==> config.mk <==
export PLATFORM = sky130hd
export DESIGN_NAME = uart_tx_word_feeder
export DESIGN_NICKNAME = d
export VERILOG_FILES = /design/src/rtl/uart_pkg.sv /design/src/rtl/uart_txq_mem.sv /design/src/rtl/uart_tx_word_feeder.sv
export SDC_FILE = /design/constraint.sdc
export NUM_CORES = 1
export LEC_CHECK = 0
export ABC_AREA = 1
export BUFFER_PORTS_ARGS = -buffer_cell sky130_fd_sc_hd__buf_2
export CORE_UTILIZATION = 40
export DETAILED_ROUTE_END_ITERATION = 8
export PLACE_DENSITY = 0.66
export SYNTH_ARGS = -nofsm -noshare
export SYNTH_HDL_FRONTEND = slang
export SYNTH_SLANG_ARGS = --single-unit
==> constraint.sdc <==
create_clock -name Clock_In -period 2.97 [get_ports Clock_In]
set_input_delay 0.297 -clock Clock_In [delete_from_list [all_inputs] [get_ports Clock_In]]
set_output_delay 0.297 -clock Clock_In [all_outputs]
set_load 0.005 [all_outputs]
==> src/rtl/uart_pkg.sv <==
// -----------------------------------------------------------------------------
// uart_pkg
//   Shared definitions for the UART transmit-side word feeder.
//   - UART_DATA_W   : transmitter data-input width, used as the default word width
//   - feeder_state_t: launch sequencer state encoding
//   - OVF_CNT_MAX   : saturation value of the optional dropped-write counter
//                     (only used when UART_TXFEED_OVF_CNT_EN is defined)
// -----------------------------------------------------------------------------
package uart_pkg;

    localparam int UART_DATA_W = 32;

    localparam logic [15:0] OVF_CNT_MAX = 16'hFFFF;

    typedef enum logic [1:0] {
        IDLE      = 2'd0,
        LAUNCH    = 2'd1,
        WAIT_ACK  = 2'd2,
        WAIT_DONE = 2'd3
    } feeder_state_t;

endpackage : uart_pkg

==> src/rtl/uart_txq_mem.sv <==
// -----------------------------------------------------------------------------
// uart_txq_mem
//   DEPTH x DATA_W register array backing the word feeder queue.
//   Synchronous write, combinational read. Pointers and fill count live in the
//   parent; this block holds storage only. Contents are not reset, because the
//   parent's fill count decides which entries are valid.
//
// Ports
//   clk    in   1        write clock, rising edge
//   we     in   1        write enable
//   waddr  in   PTR_W    write address
//   wdata  in   DATA_W   write data
//   raddr  in   PTR_W    read address
//   rdata  out  DATA_W   entry at raddr (combinational)
// -----------------------------------------------------------------------------
module uart_txq_mem
    import uart_pkg::*;
#(
    parameter  int DATA_W = UART_DATA_W,
    parameter  int DEPTH  = 8,
    localparam int PTR_W  = $clog2(DEPTH)
) (
    input  logic              clk,
    input  logic              we,
    input  logic [PTR_W-1:0]  waddr,
    input  logic [DATA_W-1:0] wdata,
    input  logic [PTR_W-1:0]  raddr,
    output logic [DATA_W-1:0] rdata
);

    logic [DATA_W-1:0] mem [DEPTH];

    always_ff @(posedge clk) begin
        if (we) begin
            mem[waddr] <= wdata;
        end
    end

    assign rdata = mem[raddr];

endmodule : uart_txq_mem

==> src/rtl/uart_tx_word_feeder.sv <==
// -----------------------------------------------------------------------------
// uart_tx_word_feeder
//   Queues host words and launches them one at a time into the UART
//   transmitter: the head word is registered onto Tx_data, a one-cycle
//   Tx_start pulse follows, and the sequencer waits for the transmitter's busy
//   flag to rise and then fall before taking the next word.
//
// Ports
//   Clock_In    in   1       system clock, rising edge
//   Reset       in   1       asynchronous, active-high; clears all state
//   Wr_valid    in   1       host presents Wr_data
//   Wr_data     in   DATA_W  word to transmit
//   Wr_ready    out  1       queue can accept (transfer on Wr_valid && Wr_ready)
//   Tx_busy     in   1       transmitter frame in progress (synchronous)
//   Tx_data     out  DATA_W  registered word to transmitter, held until next pop
//   Tx_start    out  1       one-cycle launch pulse
//   Fill_level  out  CNT_W   words stored, 0..DEPTH
//   Empty       out  1       Fill_level == 0
//   Full        out  1       Fill_level == DEPTH
//   Ovf_count   out  16      writes dropped while Full, saturating
//                            (present only with UART_TXFEED_OVF_CNT_EN defined)
//
// Build option
//   UART_TXFEED_OVF_CNT_EN : adds the Ovf_count port and its counter.
//
// Sequencer states
//   state     | meaning
//   ----------+-----------------------------------------------------------
//   IDLE      | waiting for a queued word; pops head into Tx_data
//   LAUNCH    | word on Tx_data; Tx_start is raised on leaving this state
//   WAIT_ACK  | waiting for the transmitter to report busy (no timeout)
//   WAIT_DONE | frame in progress; waiting for busy to drop
// -----------------------------------------------------------------------------
module uart_tx_word_feeder
    import uart_pkg::*;
#(
    parameter  int DATA_W = UART_DATA_W,
    parameter  int DEPTH  = 8,
    localparam int CNT_W  = $clog2(DEPTH) + 1
) (
    input  logic              Clock_In,
    input  logic              Reset,
    input  logic              Wr_valid,
    input  logic [DATA_W-1:0] Wr_data,
    output logic              Wr_ready,
    input  logic              Tx_busy,
    output logic [DATA_W-1:0] Tx_data,
    output logic              Tx_start,
    output logic [CNT_W-1:0]  Fill_level,
    output logic              Empty,
    output logic              Full
`ifdef UART_TXFEED_OVF_CNT_EN
    ,
    output logic [15:0]       Ovf_count
`endif
);

    localparam int PTR_W = CNT_W - 1;

    logic [PTR_W-1:0]  wr_ptr;
    logic [PTR_W-1:0]  rd_ptr;
    logic [CNT_W-1:0]  count;
    logic              full;
    logic              empty;
    logic              wr_en;
    logic              pop;
    logic              tx_start_nxt;
    logic [DATA_W-1:0] head;

    feeder_state_t state;
    feeder_state_t state_nxt;

    // ------------------------------------------------------------------
    // Queue bookkeeping
    // ------------------------------------------------------------------
    assign full  = (count == CNT_W'(DEPTH));
    assign empty = (count == '0);

    // Full is taken from the registered count, so a write arriving while
    // Full is dropped even if the sequencer pops in the same cycle.
    assign wr_en = Wr_valid && !full;

    assign Wr_ready   = !full;
    assign Full       = full;
    assign Empty      = empty;
    assign Fill_level = count;

    always_ff @(posedge Clock_In or posedge Reset) begin
        if (Reset) begin
            wr_ptr <= '0;
            rd_ptr <= '0;
            count  <= '0;
        end else begin
            if (wr_en) begin
                wr_ptr <= wr_ptr + PTR_W'(1);
            end
            if (pop) begin
                rd_ptr <= rd_ptr + PTR_W'(1);
            end
            case ({wr_en, pop})
                2'b10:   count <= count + CNT_W'(1);
                2'b01:   count <= count - CNT_W'(1);
                default: count <= count;
            endcase
        end
    end

    uart_txq_mem #(
        .DATA_W (DATA_W),
        .DEPTH  (DEPTH)
    ) u_mem (
        .clk   (Clock_In),
        .we    (wr_en),
        .waddr (wr_ptr),
        .wdata (Wr_data),
        .raddr (rd_ptr),
        .rdata (head)
    );

    // ------------------------------------------------------------------
    // Launch sequencer
    // ------------------------------------------------------------------
    always_comb begin
        state_nxt    = state;
        pop          = 1'b0;
        tx_start_nxt = 1'b0;
        case (state)
            IDLE: begin
                // Pop is gated by the registered count only: a word written
                // on this edge is not visible until the next cycle.
                if (!empty) begin
                    pop       = 1'b1;
                    state_nxt = LAUNCH;
                end
            end
            LAUNCH: begin
                tx_start_nxt = 1'b1;
                state_nxt    = WAIT_ACK;
            end
            WAIT_ACK: begin
                if (Tx_busy) begin
                    state_nxt = WAIT_DONE;
                end
            end
            WAIT_DONE: begin
                if (!Tx_busy) begin
                    state_nxt = IDLE;
                end
            end
            default: begin
                state_nxt = IDLE;
            end
        endcase
    end

    always_ff @(posedge Clock_In or posedge Reset) begin
        if (Reset) begin
            state    <= IDLE;
            Tx_start <= 1'b0;
            Tx_data  <= '0;
        end else begin
            state    <= state_nxt;
            Tx_start <= tx_start_nxt;
            if (pop) begin
                Tx_data <= head;
            end
        end
    end

`ifdef UART_TXFEED_OVF_CNT_EN
    // ------------------------------------------------------------------
    // Dropped-write counter: every cycle the host offers a word while
    // Full counts once, saturating rather than wrapping.
    // ------------------------------------------------------------------
    always_ff @(posedge Clock_In or posedge Reset) begin
        if (Reset) begin
            Ovf_count <= '0;
        end else if (Wr_valid && full && (Ovf_count != OVF_CNT_MAX)) begin
            Ovf_count <= Ovf_count + 16'd1;
        end
    end
`endif

endmodule : uart_tx_word_feeder

==> flow_metrics.py <==
metrics = {
    "sta": {
        "finalMaxSlewViolations": 0,
        "finClkSkew_ns": 0.0148,
        "maxSlewHeadroom_pct": 42.1,
        "rsz0062_at_grt": "false",
        "worstMarginPinSlew_ns": 0.868,
        "clock.fmax_mhz": 446,
        "hold_violations": 0,
        "fin_tns_setup_ns": 0,
        "finalCriticalPeriod_ns": 2.24,
        "min_period_over_period_pct": 75.5,
        "setup_violations": 0,
        "fin_hold_ws_ns": 0.0336,
    },
    "critical_path": {
        "path_common_cell": "nand2_1",
        "endpoint_kind": "register",
        "crit_path_start": "Fill_level[0]$_DFFE_PP0P_",
        "critical_path_class": "reg2reg",
        "slowest_delay_ns": 0.53,
        "cp_cell_sequence": "nor2_1 -> nand3_1 -> nand2_1 -> inv_1 -> nand2_1 -> nor2_4 -> buf_12",
        "crit_required_ns": 3.23,
        "crit_path_top_delay_cell": "nor2_4",
        "startpoint_type": "register",
        "worstPathArrival_ns": 2.50,
        "crit_family": "simple AND/OR/NAND/NOR gates",
        "rr_startpoint": "Fill_level[0]$_DFFE_PP0P_",
        "cp_max_fo": 17,
        "crit_buf_inv": 2,
    },
    "clocking": {
        "clkLatencyLatePin_ns": 0.55,
        "cts_tree": "yes",
        "clk_pin_slew_ns": 0.06,
        "cts_resized": 0,
        "clock_sinks": 301,
        "cts-root-buf": "clkbuf_16",
        "cts_buffers": 30,
        "cts_hold_buf": 2,
        "cts_setup_buffers": 0,
        "htreeDepth": 1,
        "clockBufferDepth": 3,
    },
    "drt": {
        "drt-initial-drc-count": 667,
        "postRouteAntennaNets": 0,
        "drc": 0,
        "wl_per_cell_um": 18.0,
        "vias_per_cell": 5.08,
        "routed_wl_um": 26500,
        "drtPass1Iterations": 7,
        "vias": 7505,
    },
    "outcome": {
        "status": "completed",
    },
    "layout": {
        "final_cell_mix": "256 x edfxtp_1, 187 x nor2_1, 123 x nand2_1",
        "n_antenna_cell": 0,
        "layout_commonest_cell": "edfxtp_1",
        "design_area_um2": 13900,
        "drive_above_1_share_pct": 15.1,
        "synthToLayoutAreaGrowth_pct": 15.2,
        "fin_nets": 1111,
    },
    "placement": {
        "dp_hpwl_um": 15500,
        "placed_cell_area_um2": 12900,
        "io_buffers": 75,
        "place_congestion": 0.768,
    },
    "worst_hold_path": {
        "worstHoldPathType": "in2reg",
        "min_from": "Wr_data[30]",
    },
    "logic_synthesis": {
        "yosysTopAreaCell": "edfxtp_1",
        "synth_top_area_share_pct": 63.7,
        "syn_area_um2": 12100,
        "syn-num-nets": 1036,
        "synth.avg_cell_area_um2": 12.2,
        "ys_types": 27,
        "synth-seq-area-share_pct": 73.1,
        "synth_area_leaders": "edfxtp_1 64%, dfrtp_1 9.3%, nor2_1 6.1%, nand3_1 4.2%, nand2_1 3.8%",
        "ys_ff_latch": 301,
        "ys_warn_count": 0,
        "syn-instance-count": 990,
    },
    "die": {
        "rows": 63,
        "dieHeight_um": 176,
        "die_x_um": 176,
        "core_um2": 29600,
        "boundaryPins": 76,
        "die_area_um2": 30900,
        "start_util_pct": 40.7,
    },
    "power_and_ir_drop": {
        "p_per_area_nw_per_um2": 992,
        "ir_drop_mv": 0.693,
        "leakagePower_nw": 5.22,
    },
    "global_route": {
        "overflow": 0,
        "grt_pass1_vias": 7482,
        "antenna_found_initial": 0,
        "grtUsageTotal_pct": 17.5,
        "grt_pass1_wl_um": 41600,
        "grt_max_degree": 162,
    },
    "run": {
        "maxCapViolations": 0,
    },
}
## metal layers
metal  vias up  GRT usage [%]  wire [µm]
li1       3592              -          -
met1      3682           23.4      11600
met2       189           29.6      13000
met3        42           2.71       1290
met4         0           4.75        601
met5         -              0          0
## power by group
| part | total [mW] | leakage [nW] | internal, mW | switching (mW) |
|---|---|---|---|---|
| Clock | 3.59 | 0.458 | 2.06 | 1.53 |
| Combinational | 4.48 | 1.89 | 1.47 | 3.01 |
| Sequential | 5.71 | 2.87 | 5.43 | 0.283 |
| Total | 13.8 | 5.22 | 8.96 | 4.82 |
## logic make-up after synthesis
kind of cell	Yosys count	synth area share [%]
and+or+nand+nor	433	14.8
DFF	301	73.1
AOI/OAI and AO/OA	135	6.28
buffers and inverters	105	4.37
adders and majority gates	10	1.04
xor gates and xnor gates	5	0.363
muxes	1	0.0830
## final cells by class
class                      instances  area, µm²
fill                            2695      15700
clock buffer                      34        786
clock inverter                    20        161
timing repair buffer              98        666
multi-input combinational        584       2780
inverter                          50        190
sequential                       301       8820
tap                              390        488
## sequential cells by signal, summed over array words and instances (netlist names)
register    cells
Tx_start        1
Tx_data        32
wr_ptr          3
Fill_level      4
rd_ptr          3
state           2
u_mem.mem     256
## worst register-to-register path: stages, from the launching register on
cell	delay (ns)
dfrtp_1	0.42
nor2_1	0.09
nand3_1	0.11
nand2_1	0.17
inv_1	0.15
nand2_1	0.23
nor2_4	0.53
buf_12	0.24
## cell usage after synthesis (all sizes together)
master	count
dfrtp	45
mux2i	1
nand3	101
buf	42
or2	2
xor2	3
a31oi	1
ha	10
nor2	206
o21ai	100
a21oi	2
nand2	124
clkbuf	13
xnor2	2
inv	50
edfxtp	256
o211ai	32
## through the flow
step / utilization (%) / instances / setup WS, ns / power, mW
after floorplan: - / 990 / 0.191 / 8.92
after global placement: 43.6 / 1421 / 0.752 / 10.2
after detailed placement: 43.6 / 1421 / 0.703 / 10.3
after CTS: 46.9 / 1477 / 0.695 / 13.9
after global routing: 46.9 / 1477 / 0.483 / 14.7
final: 46.9 / 1477 / 0.729 / 13.8
## final timing paths
kind | slack [ns] | endpoint | cells past startpoint
max | 0.73 | u_mem.mem[7][6]$_DFFE_PP_ | 7
min in group asynchronous | 0.47 | Fill_level[2]$_DFFE_PP0P_ | 3
max reg2reg | 0.73 | u_mem.mem[7][6]$_DFFE_PP_ | 7
max in group asynchronous | 1.76 | Tx_data[0]$_DFFE_PP0P_ | 4
min reg2reg | 0.47 | Tx_data[15]$_DFFE_PP0P_ | 2
min | 0.03 | u_mem.mem[1][30]$_DFFE_PP_ | 1
No activity file was read; power rests on OpenSTA's default activity.
